==> src/rtl/pipe_stage_reg.sv <==
// Inter-stage pipeline register carrying valid, a control bundle and a payload.
// It supports stall, a single-bubble flush and a programmable multi-cycle bubble sequence.
module pipe_stage_reg #(
  parameter int CTRL_W      = 5,
  parameter int DATA_W      = 128,
  parameter int MAX_BUBBLES = 3,
  parameter bit CLR_DATA    = 1'b1,
  localparam int CNT_W      = $clog2(MAX_BUBBLES + 1)
) (
  input  logic              clk,
  input  logic              nReset,
  input  logic              valid_in,
  input  logic [CTRL_W-1:0] ctrl_in,
  input  logic [DATA_W-1:0] data_in,
  input  logic              stall,
  input  logic              flush,
  input  logic              bubble_req,
  input  logic [CNT_W-1:0]  bubble_len,
  output logic              valid_out,
  output logic [CTRL_W-1:0] ctrl_out,
  output logic [DATA_W-1:0] data_out,
  output logic              bubble_busy,
  output logic [CNT_W-1:0]  bubble_cnt
);

  localparam logic [CNT_W-1:0] MAX_CNT = CNT_W'(MAX_BUBBLES);

  logic              r_valid;
  logic [CTRL_W-1:0] r_ctrl;
  logic [DATA_W-1:0] r_data;
  logic [CNT_W-1:0]  r_cnt;
  logic [CNT_W-1:0]  w_len_sat;
  logic              w_in_seq;

  // Requests longer than the sequencer supports are clamped, never wrapped.
  assign w_len_sat = (bubble_len > MAX_CNT) ? MAX_CNT : bubble_len;
  assign w_in_seq  = (r_cnt != '0);

  always_ff @(posedge clk or negedge nReset) begin
    if (!nReset) begin
      r_valid <= 1'b0;
      r_ctrl  <= '0;
      r_data  <= '0;
      r_cnt   <= '0;
    end else if (flush) begin
      r_valid <= 1'b0;
      r_ctrl  <= '0;
      if (CLR_DATA) r_data <= '0;
      r_cnt   <= '0;
    end else if (stall) begin
      r_valid <= r_valid;
      r_ctrl  <= r_ctrl;
      r_data  <= r_data;
      r_cnt   <= r_cnt;
    end else if (w_in_seq) begin
      // A request arriving here, even on the last bubble, is dropped.
      r_valid <= 1'b0;
      r_ctrl  <= '0;
      if (CLR_DATA) r_data <= '0;
      r_cnt   <= r_cnt - 1'b1;
    end else begin
      r_valid <= valid_in;
      r_ctrl  <= ctrl_in;
      r_data  <= data_in;
      if (bubble_req) r_cnt <= w_len_sat;
    end
  end

  assign valid_out   = r_valid;
  assign ctrl_out    = r_ctrl;
  assign data_out    = r_data;
  assign bubble_cnt  = r_cnt;
  assign bubble_busy = w_in_seq;

endmodule

==> config.mk <==
export PLATFORM = sky130hd
export DESIGN_NAME = pipe_stage_reg
export DESIGN_NICKNAME = d
export VERILOG_FILES = /design/src/rtl/pipe_stage_reg.sv
export SDC_FILE = /design/constraint.sdc
export NUM_CORES = 1
export LEC_CHECK = 0
export BUFFER_PORTS_ARGS = -buffer_cell sky130_fd_sc_hd__buf_4
export CAP_MARGIN = 25
export CORE_ASPECT_RATIO = 1.75
export CORE_MARGIN = 10
export CORE_UTILIZATION = 45
export CTS_BUF_LIST = sky130_fd_sc_hd__clkbuf_8
export DETAILED_ROUTE_END_ITERATION = 10
export PLACE_DENSITY = 0.81
export SLEW_MARGIN = 20
export SYNTH_ARGS = -nofsm -noshare
export SYNTH_HDL_FRONTEND = slang
export SYNTH_SLANG_ARGS = --single-unit
==> constraint.sdc <==
create_clock -name clk -period 1.8 [get_ports clk]
set_input_delay 0.54 -clock clk [delete_from_list [all_inputs] [get_ports clk]]
set_output_delay 0.54 -clock clk [all_outputs]
set_load 0.05 [all_outputs]
Yosys cells after proc, flatten, opt, wreduce, memory -nomap -nowiden

Cells that the tools add are included.

Multiplexer cells: 14
Magnitude comparators: 1
Eq/ne operators: 1
Add/subtract/negate cells: 1
Reductions and logical operators: 3

Operators with widths:

| cell                                                                | number |
|---|---|
| 128-bit 2-to-1 mux                                                  | 3 |
| 5-bit 2-to-1 mux                                                    | 3 |
| 2-bit 2-to-1 mux                                                    | 5 |
| 1-bit 2-to-1 mux                                                    | 3 |
| 3-bit nonzero test                                                  | 1 |
| 2-bit > comparator (second input constant)                          | 1 |
| 2-bit by 1-bit != test with 1-bit output (second input constant)    | 1 |
| 2-bit AND reduction                                                 | 1 |
| 2-bit nonzero test                                                  | 1 |
| 2-bit by 1-bit subtractor with 2-bit output (second input constant) | 1 |

Input port bits: 141
Register bits after elaboration: 136
Logic and storage cells: 24
Output and inout port bits: 137

Logic depth before layout (Yosys ltp)

Depth after elaboration: 6
Mapped depth: 6
Mapped depth without buffers: 2

Least setup slack after synthesis

OpenSTA, ideal clock, no wires.

Path type: reg-to-output
From: register r_cnt[0] (netlist: bubble_cnt[0])
To: output bubble_busy
Data required time: 1.260 ns
Setup slack: -0.131 ns
Buffers on the path: 2
Data arrival time: 1.391 ns
Stages on the path, launching flop included: 4
Cells stage by stage: dfrtp_1 buf_2 clkbuf_1 or2_2

Cells in the longest elaborated chain, start to end: 1

RTL lines:

| element                  | RTL line | text |
|---|---|---|
| start: declaration       | 31       | `logic [CNT_W-1:0] r_cnt;` |
| start signal: assignment | 54       | `r_cnt <= r_cnt;` |
| start signal: assignment | 60       | `r_cnt <= r_cnt - 1'b1;` |
| start signal: assignment | 65       | `if (bubble_req) r_cnt <= w_len_sat;` |
| 2-bit nonzero test       | 37       | `assign w_in_seq = (r_cnt != '0);` |
| end: declaration         | 22       | `output logic bubble_busy,` |

No other way between the ends.

Final worst setup path

Same ends and word-level chain as after synthesis.

==> flow_metrics.tcl <==
set metrics [dict create \
    cp_slowest_cell "dfrtp_2" \
    vias_per_cell 5.62 \
    cp_num_buf_inv 1 \
    p_sw_share_pct 32.0 \
    synth_top_family_by_area "simple AND/OR/NAND/NOR gates" \
    period_share_pct 100 \
    crit_chain "or2_4 > buf_6" \
    rsz0062_at_grt "true" \
    layout_min_cycle_time_ns 1.80 \
    tightest_slew_ns 0.700 \
    worst_ep_arrival_time_ns 1.26 \
    failed_checks "negative setup slack" \
    clockBufferDepth 2 \
    place_inst 1028 \
    drtAntennaViolNets 0 \
    core_area_sq_mm 0.0138 \
    ys_ff_latch 136 \
    crit_family "flip-flops" \
    seq_power_share_pct 42.3 \
    globalplace.congestion 0.835 \
    grt-ovfl-total 0 \
    max_freq_ghz 0.554 \
    layout.nets 1014 \
    avgRoutedWirePerCell_microns 20.3 \
    status "finished with violations" \
    cts.clk_slew.worst_paths_ns 0.08 \
    initial_core_util_pct 45.6 \
    path_class "reg -> out" \
    syn_nets 763 \
    grt_pass1_wl_mm 32.6 \
    dp_hpwl_mm 15.2 \
    p_switching_w 0.00252 \
    drcViolationCount 0 \
    utilization_pct 66.2 \
    grt_pass1_vias 5677 \
    required_ns 1.26 \
    synthDistinctLibCells 14 \
    cts_sinks 136 \
    startpoint_type "flop" \
    hold_viol_final 0 \
    dieArea_sq_mm 0.0194 \
    slew_headroom_pct 53.4 \
    dr.pass1.iters 4 \
    yosysSeqAreaShare_pct 53.9 \
    max_stage_delay_ns 0.44 \
    synthXorXnorAreaFrac_pct 0 \
    clk_latency_ns 0.42 \
    synthMuxAreaShare_pct 0.159 \
    wl_mm 21.6 \
    worstHoldPathType "in -> async" \
    final_cells 1063 \
    grt_start_max_net_pins 62 \
    synth_compound_area_share_pct 10.8 \
    area_delta_synth_final_pct 45.0 \
    power.internal_w 0.00536 \
    drv_cap 0 \
    clock-root-buffer "clkbuf_8" \
    synthSimpleGateAreaFrac_pct 29.8 \
    pwr-share-comb_pct 24.0 \
    slew_violations 0 \
    rows 57 \
    reg2regPathDepth 4 \
    cts_tree "done" \
    ir_worst_vdd_v 0.000435 \
    finalPower_w 0.00787 \
    fin_tns_setup_ns -0.00362 \
    leakagePower_nw 4.41 \
    ys_warn_count 0 \
    syn_avg_cell_area_sq_um 10.2 \
    antenna_found_initial 0 \
    crit_cells 2 \
    die_h_microns 177 \
    syn_area_sq_mm 0.00631 \
    drt_iter0_drc 279 \
    skew_ns 0.0162 \
    numCtsBuffers 17 \
    pre_cts_ws_ns 0.0673 \
    io_pins 278 \
    htree_levels 4 \
    power_density_mw_per_mm2 860 \
    via_count 5972 \
    drive_gt1_share_pct 39.5 \
    setup.worst_path.end_class "output port" \
    clockPowerShare_pct 33.6 \
    setup_violations 1 \
    die_w_microns 110 \
    worst_slack_ns -0.00362 \
    netlist_instances 622 \
    n_antenna_cell 0 \
    numPortBuffers 277 \
    grt_usage_pct 21.3 \
    synthAdderAreaFrac_pct 0 \
    cp_max_fo 3 \
]
-- placed cells by master, fill, tap and decap left out, drive strengths merged, types with 2 or more instances in the layout --
cell type  Yosys  routed
dfrtp        136     136
clkbuf        60      19
nand2        135     135
clkinv         0       5
or4b         134     134
clkinvlp       0       2
buf           15     306
bufinv         0       3
a21oi        135     135
inv            0       4
-- metal layers --
layer / track usage [%] / up-vias / share of wire [%]
li1: - / 2776 / -
met3: 7.08 / 34 / 9.7
met4: 8.06 / 0 / 3.3
met1: 26.2 / 2872 / 37
met2: 33.8 / 290 / 50
met5: 0 / - / 0
-- registers in the layout, indices dropped and copies added (netlist names) --
| name | count |
|---|---|
| data_out | 128 |
| ctrl_out | 5 |
| bubble_cnt | 2 |
| valid_out | 1 |
-- kinds of logic (layout without fill, tap and decap cells) --
family | Yosys count | in the layout
simple gates | 274 | 274
flops | 136 | 136
mux | 1 | 1
buf+inv | 75 | 339
compound gates | 136 | 136
-- cells in the mapped netlist --
master    number  share of area [%]
o22ai_1        1              0.099
nor2_1         1              0.059
mux2i_1        1               0.16
clkbuf_1      60                3.6
or4b_1       134                 21
nand2_1      135                8.0
buf_6          6                1.1
nand2b_1       1              0.099
a21oi_1      135                 11
or3_1          1              0.099
dfrtp_1      136                 54
buf_2          9               0.71
or4bb_1        1               0.18
or2_2          1              0.099
-- worst paths after layout --
check                                     startpoint                       end  slack (ns)
setup / recovery           bubble_cnt[0]$_DFFE_PN0P_               bubble_busy      -0.004
hold / removal                                nReset  data_out[55]$_DFFE_PN0P_        0.03
setup reg to reg           bubble_cnt[0]$_DFFE_PN0P_  data_out[77]$_DFFE_PN0P_        0.12
hold reg to reg             data_out[98]$_DFFE_PN0P_  data_out[98]$_DFFE_PN0P_        0.53
max in group asynchronous                     nReset  data_out[98]$_DFFE_PN0P_        1.21
min in group clk                               flush  data_out[78]$_DFFE_PN0P_        0.35
-- power by group through the flow --
stage | combinational, W | clock (W) | sequential (W)
after floorplan | 0.000479 | 0 | 0.00400
after global placement | 0.00185 | 0 | 0.00339
after detailed placement | 0.00187 | 0 | 0.00339
after CTS | 0.00189 | 0.00273 | 0.00333
after global routing | 0.00201 | 0.00286 | 0.00335
final | 0.00189 | 0.00265 | 0.00333
-- area by class of cell --
| class | instances | area (sq um) |
|---|---|---|
| well taps | 177 | 221 |
| repair buffers | 307 | 2500 |
| clock inverters | 14 | 171 |
| fillers | 1146 | 4680 |
| multi-input cells | 411 | 2610 |
| flip-flops and latches | 136 | 3410 |
| clock buffers | 18 | 248 |
-- stage by stage --
step	hold WS, ns	instance area, sq um
detailed placement	0.493	8640
floorplan	0.244	6320
CTS	0.0254	9090
global placement	0.487	8640
global route	0.0355	9160
finish	0.0334	9160
-- what timing repair did --
action / 4_1_cts / 5_1_grt
endpoints found under the hold margin: 0 / 0
resized for setup: 2 / 12
hold buffers: 0 / 0
cloned: 0 / 1
pin swaps: 0 / 1
setup buffers: 3 / 0
setup endpoints to repair: 3 / 19
(Power assumes the default switching activity.)
